**src/rtl/mmio_arbiter.sv**
```systemverilog
// Two-master MMIO arbiter with bounded burst ownership.
// Combinational grant/mux, one-cycle read data return routing.
module mmio_arbiter #(
  parameter int unsigned HOLD_MAX = 4
) (
  input  logic        clk,
  input  logic        rst_n,
  input  logic        i_m0_req,
  input  logic [29:0] i_m0_addr,
  input  logic [31:0] i_m0_data,
  input  logic [3:0]  i_m0_mask,
  input  logic        i_m0_wren,
  output logic        o_m0_gnt,
  output logic        o_m0_rvalid,
  output logic [31:0] o_m0_rdata,
  input  logic        i_m1_req,
  input  logic [29:0] i_m1_addr,
  input  logic [31:0] i_m1_data,
  input  logic [3:0]  i_m1_mask,
  input  logic        i_m1_wren,
  output logic        o_m1_gnt,
  output logic        o_m1_rvalid,
  output logic [31:0] o_m1_rdata,
  output logic [29:0] o_mmio_addr,
  output logic [31:0] o_mmio_data,
  output logic [3:0]  o_mmio_mask,
  output logic        o_mmio_wren,
  output logic        o_mmio_valid,
  input  logic [31:0] i_mmio_data
);

  typedef enum logic [1:0] {
    IDLE,
    OWN0,
    OWN1
  } fsm_e;

  localparam logic [3:0] HMAX = 4'(HOLD_MAX);

  fsm_e       fsm_q, fsm_d;
  logic       last_q, last_d;
  logic [3:0] cnt_q, cnt_d;
  logic       rd_pend_q, rd_pend_d;
  logic       rd_tag_q, rd_tag_d;

  logic g0, g1, sel1, at_max, wren_g;
  logic [3:0] cnt_inc;

  assign at_max  = (cnt_q >= HMAX);
  assign cnt_inc = at_max ? HMAX : cnt_q + 4'd1;

  // Contention winner: sel1 = 1 picks master 1
  always_comb begin
    sel1 = ~last_q;
    unique case (fsm_q)
      IDLE:    sel1 = ~last_q;
      OWN0:    sel1 = at_max;
      OWN1:    sel1 = ~at_max;
      default: sel1 = ~last_q;
    endcase
  end

  always_comb begin
    g0 = 1'b0;
    g1 = 1'b0;
    if (rst_n) begin
      unique case (1'b1)
        (i_m0_req & ~i_m1_req): g0 = 1'b1;
        (~i_m0_req & i_m1_req): g1 = 1'b1;
        (i_m0_req & i_m1_req): begin
          g0 = ~sel1;
          g1 = sel1;
        end
        default: ;
      endcase
    end
  end

  assign wren_g = (g0 & i_m0_wren) | (g1 & i_m1_wren);

  always_comb begin
    fsm_d     = fsm_q;
    last_d    = last_q;
    cnt_d     = cnt_q;
    rd_pend_d = (g0 | g1) & ~wren_g;
    rd_tag_d  = rd_tag_q;
    unique case (1'b1)
      g0: begin
        fsm_d    = OWN0;
        last_d   = 1'b0;
        cnt_d    = (fsm_q == OWN0) ? cnt_inc : 4'd1;
        rd_tag_d = 1'b0;
      end
      g1: begin
        fsm_d    = OWN1;
        last_d   = 1'b1;
        cnt_d    = (fsm_q == OWN1) ? cnt_inc : 4'd1;
        rd_tag_d = 1'b1;
      end
      default: begin
        fsm_d = IDLE;
        cnt_d = 4'd0;
      end
    endcase
  end

  always_ff @(posedge clk or negedge rst_n) begin
    if (!rst_n) begin
      fsm_q     <= IDLE;
      last_q    <= 1'b1;
      cnt_q     <= 4'd0;
      rd_pend_q <= 1'b0;
      rd_tag_q  <= 1'b0;
    end else begin
      fsm_q     <= fsm_d;
      last_q    <= last_d;
      cnt_q     <= cnt_d;
      rd_pend_q <= rd_pend_d;
      rd_tag_q  <= rd_tag_d;
    end
  end

  assign o_m0_gnt     = g0;
  assign o_m1_gnt     = g1;
  assign o_mmio_valid = g0 | g1;
  assign o_mmio_wren  = wren_g;
  assign o_mmio_addr  = ({30{g0}} & i_m0_addr)
                      | ({30{g1}} & i_m1_addr);
  assign o_mmio_data  = ({32{g0}} & i_m0_data)
                      | ({32{g1}} & i_m1_data);
  assign o_mmio_mask  = ({4{g0}} & i_m0_mask)
                      | ({4{g1}} & i_m1_mask);

  assign o_m0_rvalid = rst_n & rd_pend_q & ~rd_tag_q;
  assign o_m1_rvalid = rst_n & rd_pend_q & rd_tag_q;
  assign o_m0_rdata  = {32{o_m0_rvalid}} & i_mmio_data;
  assign o_m1_rdata  = {32{o_m1_rvalid}} & i_mmio_data;

endmodule

```
**config.mk**
```make
export PLATFORM = sky130hd
export DESIGN_NAME = mmio_arbiter
export DESIGN_NICKNAME = d
export VERILOG_FILES = /design/src/rtl/mmio_arbiter.sv
export SDC_FILE = /design/constraint.sdc
export NUM_CORES = 1
export LEC_CHECK = 0
export ABC_AREA = 1
export BUFFER_PORTS_ARGS = -buffer_cell sky130_fd_sc_hd__buf_2
export CAP_MARGIN = 20
export CORE_AREA = 3 3 118 120
export CTS_CLUSTER_SIZE = 25
export DETAILED_ROUTE_END_ITERATION = 7
export DIE_AREA = 0 0 121 123
export SYNTH_ARGS = -nofsm -noshare
export SYNTH_HDL_FRONTEND = slang
export SYNTH_SLANG_ARGS = --single-unit
```
**constraint.sdc**
```tcl
create_clock -name clk -period 1.6 [get_ports clk]
set_input_delay 0.24 -clock clk [delete_from_list [all_inputs] [get_ports clk]]
set_output_delay 0.24 -clock clk [all_outputs]
set_load 0.05 [all_outputs]
```
==> out/qor.txt, run 1 <==
Final Setup Violations - 136
TritonRoute pass-1 iters - 5
GRT overflow - 0
TNS Setup - -43390 ps
Yosys warning count - 0
FF+latch count, synth - 9
met3 wire len - 1060 um
initial antenna violation count - 0
crit path from - fsm_q[0]$_DFF_PN0_
fmax - 458 MHz
Place WS - -409 ps
Fin Clk Skew - 0.867 ps
Peak supply drop - 0.277 mV
worst reg2reg path startpoint - fsm_q[0]$_DFF_PN0_
TritonCTS buffer count - 3
Synth Cell Area - 1860 um2
CTS tree - done
clk slew on worst S/H paths - 40 ps
vias in the first global route - 3908
most common cell in the synthesized netlist - nand2_1
failing checks - negative setup slack
period utilization - 137%
CTS Buffer Depth - 2
sequential area share after synthesis - 12.2%
DR vias - 3661
non-filler instance count after layout - 903
antenna-violating nets left - 0
area of the multi-input gates - 2520 um2
Placer Congestion - 0.803
max-slew violation count - 0
Setup WS post-layout - -585 ps
worst hold path class - input port to flip-flop
Final nets - 902
placed instance count - 880
Post-synth EDFFs - 0
n_diodes - 0
Syn Inst Count - 391
Pwr Total - 0.00345 W
IO Port Bufs - 305
# DRC - 0
H-tree levels - 1
register area - 228 um2
Detailed Route WL - 12800 um
HPWL Detailed - 9100 um
uppermost layer routed - met4
pin count of the biggest net entering global routing - 20
share of layout cells above drive strength 1 - 75.7%
met2 routed WL - 7130 um
syn_nets - 565
CP max-delay cell - dfrtp_1
worst endpoint required time - 1360 ps
Via density - 4.05
Die ar. - 14900 um2
filler cell count - 1199
first-pass GRT wire length - 19400 um
crit path to - o_mmio_data[1]
Commonest cells post-synth - nand2_1 (217), nor2_1 (68), inv_1 (51)
commonest register cell after synthesis - dfrtp_1
WP data arrival - 1950 ps
status - finished with violations
critical path, cell by cell - inv_2 -> ha_4 -> inv_4 -> nand3_2 -> nand3_2 -> nand2_4 -> inv_8 -> buf_6 -> buf_16 -> nand2_2 -> nand2_4 -> buf_8
Synth top area share - 43.9%
Avg WL per Cell - 14.2 um
placed inst area - 5040 um2
flop2flop setup slack - -60 ps
Leak Pwr - 3.40 nW
DIE HEIGHT - 123 um
Ports - 306
CTS Sinks - 9
starting density of the core - 14.2%
Avg Synthesized Cell Area - 4.75 um2
R2R cell count - 12
fin crit period - 2190 ps
asr flop ratio synth - 100%
DRT met1 WL - 4410 um
root buf cell - clkbuf_16
Layout area overhead - 263%
Max-cap violations - 0
cell row count - 42
final instance area - 6740 um2
power per cell area - 512 nW/um2
WS Path Type - flip-flop to output port
Initial DRC Count - 42
Core ar. - 13100 um2
Clock Latency Late Sink - 240 ps
crit-path max FO - 6
Die Wd - 121 um
Crit path largest cell delay - 380 ps
CP endpoint kind - output port
Yosys top cell by area - nand2_1
final hold vios - 0
Netlist cell types - 18
Total Routing Usage GR - 16.4%
crit start category - flip-flop
ranking of synthesized cells by area - nand2_1 (44%), nor2_1 (14%), dfrtp_1 (11%)
FF-to-FF End - cnt_q[0]$_DFF_PN0_
unrepaired setup endpoints after global routing - yes
[worst max-delay path, delay by kind of cell, from the launching register on]
| family | cells | cell delay [ps] |
|---|---|---|
| DFF | 1 | 380 |
| and+or+nand+nor | 5 | 380 |
| adders and majority gates | 1 | 230 |
| buffers and inverters | 6 | 710 |
[metrics by stage]
step,hold slack (ps),util [%]
floorplan,-55.6,-
global placement,199,38.5
detailed placement,201,38.5
CTS,351,51.3
global route,381,51.5
finish,375,51.5
[where the power goes]
part / internal (W) / switching [W] / total, W / leakage, nW
clock: 0.000334 / 0.000116 / 0.000450 / 0.0382
sequential: 0.000251 / 0.0000166 / 0.000268 / 0.112
combinational: 0.00115 / 0.00158 / 0.00273 / 3.25
[registers in the layout (all words and copies together) (netlist names)]
name       count
cnt_q          4
fsm_q          2
last_q         1
rd_pend_q      1
rd_tag_q       1
[worst min-delay path by stage]
stage | startpoint | end | slack (ps) | cells past startpoint
4_1_cts | i_m0_wren | rd_pend_q$_DFF_PN0_ | 350 | 4
3_5_place_dp | rst_n | rd_tag_q$_DFFE_PN0P_ | 200 | 2
6_report | i_m1_req | fsm_q[0]$_DFF_PN0_ | 370 | 4
3_3_place_gp | rst_n | rd_pend_q$_DFF_PN0_ | 200 | 2
2_1_floorplan | rst_n | cnt_q[0]$_DFF_PN0_ | -60 | 0
5_1_grt | i_m0_wren | rd_pend_q$_DFF_PN0_ | 380 | 4
[timing repair]
action / CTS / global route
hold endpoints to repair: 8 / 0
setup endpoints to repair: 136 / 138
setup buffers: 12 / 1
hold buffers: 1 / 0
pin swaps: 10 / 2
gates resized for setup: 374 / 17
cloned: 10 / 0
[kinds of logic (layout without fill, tap and decap cells)]
kind of cell,count (synthesis),count (layout),synth area share (%)
AOI/OAI and AO/OA,6,6,1.62
adders and majority gates,4,4,2.70
buffers and inverters,74,410,21.3
DFF,9,9,12.2
other,1,1,0.202
and+or+nand+nor,297,297,62.0
[metal layers]
metal / vias to the layer above / GRT usage, %
met1: 1654 / 17.1
met4: 0 / 4.11
li1: 1797 / -
met2: 195 / 32.8
met5: - / 0
met3: 15 / 3.48
[cells in the final DEF (no fill, tap or decap), types with 6 or more instances in the layout]
cell / Yosys / routed
buf_12: 0 / 25
buf_16: 0 / 10
buf_2: 6 / 170
buf_4: 0 / 15
buf_6: 14 / 69
buf_8: 0 / 62
dfrtp_1: 8 / 7
inv_1: 51 / 43
inv_2: 1 / 6
nand2_1: 217 / 112
nand2_2: 3 / 26
nand2_4: 0 / 76
nand2_8: 0 / 6
nor2_4: 1 / 65
[area by class of cell]
type | instances | share of cell area [%]
Clock buffer | 4 | 1.17
Inverter | 54 | 3.42
Sequential cell | 9 | 3.38
Timing Repair Buffer | 352 | 51.3
Tap cell | 176 | 3.27
Multi-Input combinational cell | 308 | 37.4
No activity file was read; power rests on OpenSTA's default activity.
==> run 2, diff against run 1 <==
--- a/config.mk
+++ b/config.mk
@@ -12,6 +12,7 @@
 export CTS_CLUSTER_SIZE = 25
 export DETAILED_ROUTE_END_ITERATION = 7
 export DIE_AREA = 0 0 121 123
+export RECOVER_POWER = 50
 export SYNTH_ARGS = -nofsm -noshare
 export SYNTH_HDL_FRONTEND = slang
 export SYNTH_SLANG_ARGS = --single-unit
==> out/qor.txt, run 2 (synthesis gave the netlist of run 1 again) <==
WS Path Type - flip-flop to output port
Total Routing Usage GR - 16.4% (unchanged)
internal power - 0.00173 W (-0.12%)
Layout area overhead - 263%
largest register by flop count - cnt_q
crit-path max FO - 6 (unchanged)
HP Start - i_m1_req
Logic pwr share - 79.2% (about the same)
TritonCTS buffer count - 3 (unchanged)
vias in the first global route - 3908 (unchanged)
max-slew violation count - 0 (unchanged)
starting density of the core - 14.2% (unchanged)
cell row count - 42 (unchanged)
R2R cell count - 10 (-2)
GRT overflow - 0 (unchanged)
Die Wd - 121 um (unchanged)
n_diodes - 0 (unchanged)
power per cell area - 512 nW/um2 (about the same)
fin crit period - 2190 ps (-0.163 ps)
Die ar. - 14900 um2 (unchanged)
Largest regs - cnt_q x4, fsm_q x2
crit path from - fsm_q[0]$_DFF_PN0_
# DRC - 0 (unchanged)
Avg WL per Cell - 14.2 um (+0.15%)
Final nets - 902 (unchanged)
filler cell count - 1200 (+0.083%)
Setup WS post-layout - -585 ps (+0.163 ps)
global route hottest layer - met2
CTS Sinks - 9 (unchanged)
FF-to-FF End - cnt_q[0]$_DFF_PN0_
flop2flop setup slack - -60 ps (about the same)
Via density - 4.05 (-0.19%)
Peak supply drop - 0.276 mV (about the same)
GR met3 Demand/Resource - 3.48% (unchanged)
initial antenna violation count - 0 (unchanged)
max reg flops - 4 (unchanged)
WP data arrival - 1950 ps (about the same)
antenna-violating nets left - 0 (unchanged)
pin count of the biggest net entering global routing - 20 (unchanged)
Place WS - -409 ps (unchanged)
TritonRoute pass-1 iters - 4 (-1)
clk slew on worst S/H paths - 40 ps (about the same)
period utilization - 137% (about the same)
worst reg2reg path startpoint - fsm_q[1]$_DFF_PN0_
placed inst area - 5040 um2 (unchanged)
Max-cap violations - 0 (unchanged)
worst endpoint required time - 1360 ps (about the same)
most common cell after layout, fill and taps aside - buf_2
placed instance count - 880 (unchanged)
status - finished with violations
commonest non-fill, non-tap cells in the layout - buf_2 (170), nand2_1 (112), nand2_4 (76)
register share of total power - 7.8% (about the same)
Clock Latency Late Sink - 240 ps (about the same)
Worst Hold Depth - 4 (unchanged)
unrepaired setup endpoints after global routing - yes
H-tree levels - 1 (unchanged)
CTS Buffer Depth - 2 (unchanged)
Initial DRC Count - 57 (+36%)
fmax - 458 MHz (about the same)
share of layout cells above drive strength 1 - 75.4% (-0.28 points)
Detailed Route WL - 12800 um (+0.15%)
crit start category - flip-flop
Placer Congestion - 0.803 (unchanged)
Sw Ratio - 49.7% (about the same)
Hold Crit Endpoint - fsm_q[0]$_DFF_PN0_
Ports - 306 (unchanged)
CP endpoint kind - output port
worst hold path class - input port to flip-flop
Leak Pwr - 3.40 nW (-0.21%)
clock network fraction of total power - 13.0% (about the same)
IO Port Bufs - 305 (unchanged)
first-pass GRT wire length - 19400 um (unchanged)
failing checks - negative setup slack
HPWL Detailed - 9100 um (unchanged)
root buf cell - clkbuf_16
DR vias - 3654 (-0.19%)
final hold vios - 0 (unchanged)
Core ar. - 13100 um2 (unchanged)
non-filler instance count after layout - 903 (unchanged)
Pwr Total - 0.00345 W (about the same)
M1 GR Usage - 17.1% (unchanged)
Final Setup Violations - 137 (+0.74%)
final instance area - 6730 um2 (-0.11%)
CTS tree - done
DIE HEIGHT - 123 um (unchanged)
met2 Track Usage GR - 32.8% (unchanged)
P_sw - 0.00171 W (about the same)
Fin Clk Skew - 1.47 ps (+0.605 ps)
==> run 2: cell count changes in the layout (fill, tap and decap cells not counted) <==
cell / change
buf_4: -2
clkbuf_1: +2
==> run 2: what timing repair did <==
| action | CTS | global route |
|---|---|---|
| setup buffers | 12 | 1 |
| endpoints found under the hold margin | 8 | 0 |
| resized for setup | 374 | 17 |
| endpoints found under the setup margin | 136 | 138 |
| pin swaps | 10 | 2 |
| cloned | 10 | 0 |
| hold buffers | 1 | 0 |
==> run 2: power groups by stage <==
stage                     Combinational, W  Sequential [W]  Clock [W]
after global placement             0.00206        0.000267          0
after detailed placement           0.00207        0.000268          0
after floorplan                    0.00145        0.000265          0
after global routing               0.00287        0.000269   0.000466
after CTS                          0.00271        0.000265   0.000460
final                              0.00273        0.000268   0.000449
==> run 2: final cells by class <==
class	count	area [um2]	share of cell area (%)
repair buffers	352	3450	51.3
multi-input cells	308	2520	37.5
inverters	54	230	3.42
flip-flops and latches	9	228	3.38
well taps	176	220	3.27
clock buffers	4	78.8	1.17
==> run 2: critical path: stages (launching register included) <==
cell and delay (ps):
dfrtp_1 380, inv_2 110, ha_4 230, inv_4 60, nand3_2 80, nand3_2 90, nand2_4 80, inv_8 130
buf_6 150, buf_16 120, nand2_2 70, nand2_4 60, buf_8 140
==> run 2: per-stage QoR <==
stage          setup TNS [ps]  util [%]  hold slack, ps
2_1_floorplan          -19580         -           -55.6
3_3_place_gp           -24410      38.5             199
3_5_place_dp           -25710      38.5             201
4_1_cts                -40160      51.3             351
5_1_grt                -54130      51.4             381
6_report               -43390      51.4             375
==> run 2: worst max-delay path by stage <==
stage | slack (ps) | endpoint
6_report | -590 | o_mmio_data[1]
5_1_grt | -660 | o_mmio_data[21]
4_1_cts | -550 | o_mmio_data[25]
3_5_place_dp | -410 | o_mmio_data[6]
3_3_place_gp | -380 | o_mmio_addr[2]
2_1_floorplan | -240 | o_m0_rdata[10]
==> run 2: layer usage <==
metal | share of wire (%) | up-vias
li1 | - | 1797
met1 | 35 | 1649
met2 | 56 | 193
met3 | 8.2 | 15
met4 | 1.7 | 0
met5 | 0 | -
==> run 3, diff against run 2 <==
--- a/config.mk
+++ b/config.mk
@@ -5,7 +5,6 @@
 export SDC_FILE = /design/constraint.sdc
 export NUM_CORES = 1
 export LEC_CHECK = 0
-export ABC_AREA = 1
 export BUFFER_PORTS_ARGS = -buffer_cell sky130_fd_sc_hd__buf_2
 export CAP_MARGIN = 20
 export CORE_AREA = 3 3 118 120
==> out/qor.txt, run 3 <==
root buf cell - clkbuf_16
TritonCTS buffer count - 3 (unchanged)
Initial DRC Count - 43 (-25%)
WS Path Type - flip-flop to output port
R2R cell count - 8 (-2)
antenna-violating nets left - 0 (unchanged)
Via density - 4.24 (+4.7%)
final hold vios - 0 (unchanged)
n_diodes - 0 (unchanged)
first-pass GRT wire length - 15600 um (-20%)
CTS Sinks - 9 (unchanged)
flop2flop setup slack - -290 ps (-230 ps)
power per cell area - 728 nW/um2 (+42%)
H-tree levels - 1 (unchanged)
Avg WL per Cell - 16.6 um (+17%)
syn_nets - 374 (-34%)
most common cell after layout, fill and taps aside - buf_2
Yosys warning count - 0 (unchanged)
Placer Congestion - 0.764 (-4.8%)
Crit path largest cell delay - 400 ps (+20 ps)
proportion of synthesized area in mux cells - 0% (unchanged)
CTS Buffer Depth - 2 (unchanged)
cell family with most CP delay - compound AO/OA/AOI/OAI gates
Synth Cell Area - 1600 um2 (-14%)
Ports - 306 (unchanged)
initial antenna violation count - 0 (unchanged)
Synth top area share - 36.6% (-7.3 points)
worst reg2reg path startpoint - fsm_q[1]$_DFF_PN0_
FF-to-FF End - cnt_q[2]$_DFF_PN0_
HPWL Detailed - 8920 um (-2.0%)
worst hold path class - input port to flip-flop
GRT overflow - 0 (unchanged)
Final Setup Violations - 141 (+2.9%)
failing checks - negative setup slack
# DRC - 0 (unchanged)
commonest non-fill, non-tap cells in the layout - buf_2 (171), buf_6 (95), a22o_4 (60)
DR vias - 2965 (-19%)
unrepaired setup endpoints after global routing - yes
Peak supply drop - 0.438 mV (+58%)
register area - 226 um2 (-0.55%)
crit-path max FO - 28 (+22)
fmax - 426 MHz (-6.9%)
IO Port Bufs - 305 (unchanged)
Die Wd - 121 um (unchanged)
sequential area share after synthesis - 14.1% (+1.9 points)
simple-gate share of the synthesized area - 29.2% (-33 points)
Core ar. - 13100 um2 (unchanged)
Final nets - 699 (-23%)
largest family of logic cells by synthesized area - compound AO/OA/AOI/OAI gates
TritonRoute pass-1 iters - 4 (unchanged)
Hold Crit Endpoint - rd_pend_q$_DFF_PN0_
fin crit period - 2350 ps (+161 ps)
DIE HEIGHT - 123 um (unchanged)
Pwr Total - 0.00379 W (+10%)
largest register by flop count - cnt_q
max-slew violation count - 0 (unchanged)
Setup WS post-layout - -747 ps (-161 ps)
crit start category - flip-flop
clk slew on worst S/H paths - 40 ps (about the same)
Netlist cell types - 32 (+14)
Layout area overhead - 225%
period utilization - 147% (+10 points)
ranking of synthesized cells by area - a22o_1 (37%), and2_1 (25%), dfrtp_1 (12%)
adder-cell share of the synthesized area - 3.12% (+0.42 points)
CP endpoint kind - output port
vias in the first global route - 2958 (-24%)
status - finished with violations
critical path, cell by cell - inv_1 -> ha_2 -> o21a_1 -> a211o_4 -> o2bb2ai_4 -> buf_12 -> a22o_2 -> buf_6
XOR/XNOR Fraction of Synth Area - 0% (unchanged)
Largest regs - cnt_q x4, fsm_q x2
Detailed Route WL - 11600 um (-9.3%)
Worst Hold Depth - 2 (-2)
max reg flops - 4 (unchanged)
Syn Inst Count - 200 (-49%)
Total Routing Usage GR - 13.1% (-3.2 points)
area of the multi-input gates - 1890 um2 (-25%)
most common cell in the synthesized netlist - a22o_1
WP data arrival - 2110 ps (+160 ps)
CTS tree - done
Commonest cells post-synth - a22o_1 (67), and2_1 (65), clkbuf_1 (12)
starting density of the core - 12.3% (-1.9 points)
share of layout cells above drive strength 1 - 84.7% (+9.4 points)
cell row count - 42 (unchanged)
Stages on worst setup path - 8 (-4)
commonest register cell after synthesis - dfrtp_1
Leak Pwr - 2.79 nW (-18%)
HP Start - i_m0_wren
Die ar. - 14900 um2 (unchanged)
asr flop ratio synth - 100% (unchanged)
Avg Synthesized Cell Area - 8.02 um2 (+69%)
worst endpoint required time - 1360 ps (about the same)
crit path buf inv count - 3 (-3)
Yosys top cell by area - a22o_1
Post-synth EDFFs - 0 (unchanged)
Fin Clk Skew - 3.33 ps (+1.86 ps)
FF+latch count, synth - 9 (unchanged)
CP max-delay cell - dfrtp_1
pin count of the biggest net entering global routing - 34 (+70%)
filler cell count - 1267 (+5.6%)
final core utilization - 39.8% (-12 points)
Max-cap violations - 0 (unchanged)
Synth Area in Compound Gates - 45.6% (+44 points)
Clock Latency Late Sink - 240 ps (about the same)
==> run 3: cell count changes in the layout (fill, tap and decap cells not counted), moves of 17 or more <==
| cell | previous run | this run |
|---|---|---|
| nand2_1 | 112 | 3 |
| nand2_4 | 76 | 0 |
| nor2_4 | 65 | 0 |
| a22o_4 | 0 | 60 |
| and2_1 | 0 | 43 |
| buf_8 | 62 | 19 |
| inv_1 | 43 | 3 |
| buf_4 | 13 | 41 |
| buf_6 | 69 | 95 |
| nand2_2 | 26 | 1 |
| buf_12 | 25 | 5 |
| and2_2 | 0 | 17 |
==> run 3: worst max path at each step <==
stage	start	to	slack, ps
final	fsm_q[1]$_DFF_PN0_	o_mmio_data[31]	-750
after global placement	fsm_q[1]$_DFF_PN0_	o_mmio_data[31]	-600
after detailed placement	fsm_q[0]$_DFF_PN0_	o_mmio_data[31]	-620
after floorplan	fsm_q[1]$_DFF_PN0_	o_mmio_data[15]	-410
after global routing	fsm_q[1]$_DFF_PN0_	o_mmio_data[31]	-830
after CTS	fsm_q[0]$_DFF_PN0_	o_mmio_data[31]	-800
==> run 3: logic make-up after synthesis <==
kind of cell / Yosys count
other cells: 1
buf+inv: 26
compound gates: 83
fa+ha+maj: 4
flops: 9
simple gates: 77
==> run 3: cell type report <==
| class | instances | area share, % |
|---|---|---|
| clock buffer | 4 | 1.51 |
| tap | 176 | 4.22 |
| timing repair buffer | 339 | 52.7 |
| multi-input combinational | 165 | 36.3 |
| inverter | 6 | 0.672 |
| timing repair inverter | 1 | 0.312 |
| sequential | 9 | 4.34 |
==> run 3: where the power goes <==
part	total (W)	internal (W)	switching (W)	leakage, nW
clock network	0.000447	0.000334	0.000113	0.0382
logic	0.00305	0.00134	0.00172	2.64
registers	0.000296	0.000266	0.0000296	0.113
total	0.00379	0.00194	0.00186	2.79
==> run 3: what timing repair did <==
action,4_1_cts,5_1_grt
gates cloned,1,4
hold endpoints to repair,8,0
hold buffers,1,0
setup buffers,0,1
pin swaps,3,6
resized for setup,219,71
setup endpoints to repair,133,140
==> run 3: through the flow <==
step | hold WS (ps) | instance area, um2 | cells | setup WS, ps | TNS (ps)
2_1_floorplan | -55.6 | 2240 | 200 | -406 | -25190
3_3_place_gp | 208 | 4120 | 689 | -604 | -40420
3_5_place_dp | 206 | 4120 | 689 | -623 | -42060
4_1_cts | 88.6 | 4900 | 695 | -797 | -52510
5_1_grt | 197 | 5210 | 700 | -827 | -69940
6_report | 193 | 5210 | 700 | -747 | -53430
==> run 3: routing by layer <==
| metal | global-route usage, % | vias to the layer above | part of all wire (%) |
|---|---|---|---|
| met4 | 2.12 | 0 | 1.2 |
| met3 | 3.25 | 10 | 8.1 |
| li1 | - | 1400 | - |
| met2 | 24.3 | 176 | 54 |
| met5 | 0 | - | 0 |
| met1 | 15.5 | 1379 | 36 |
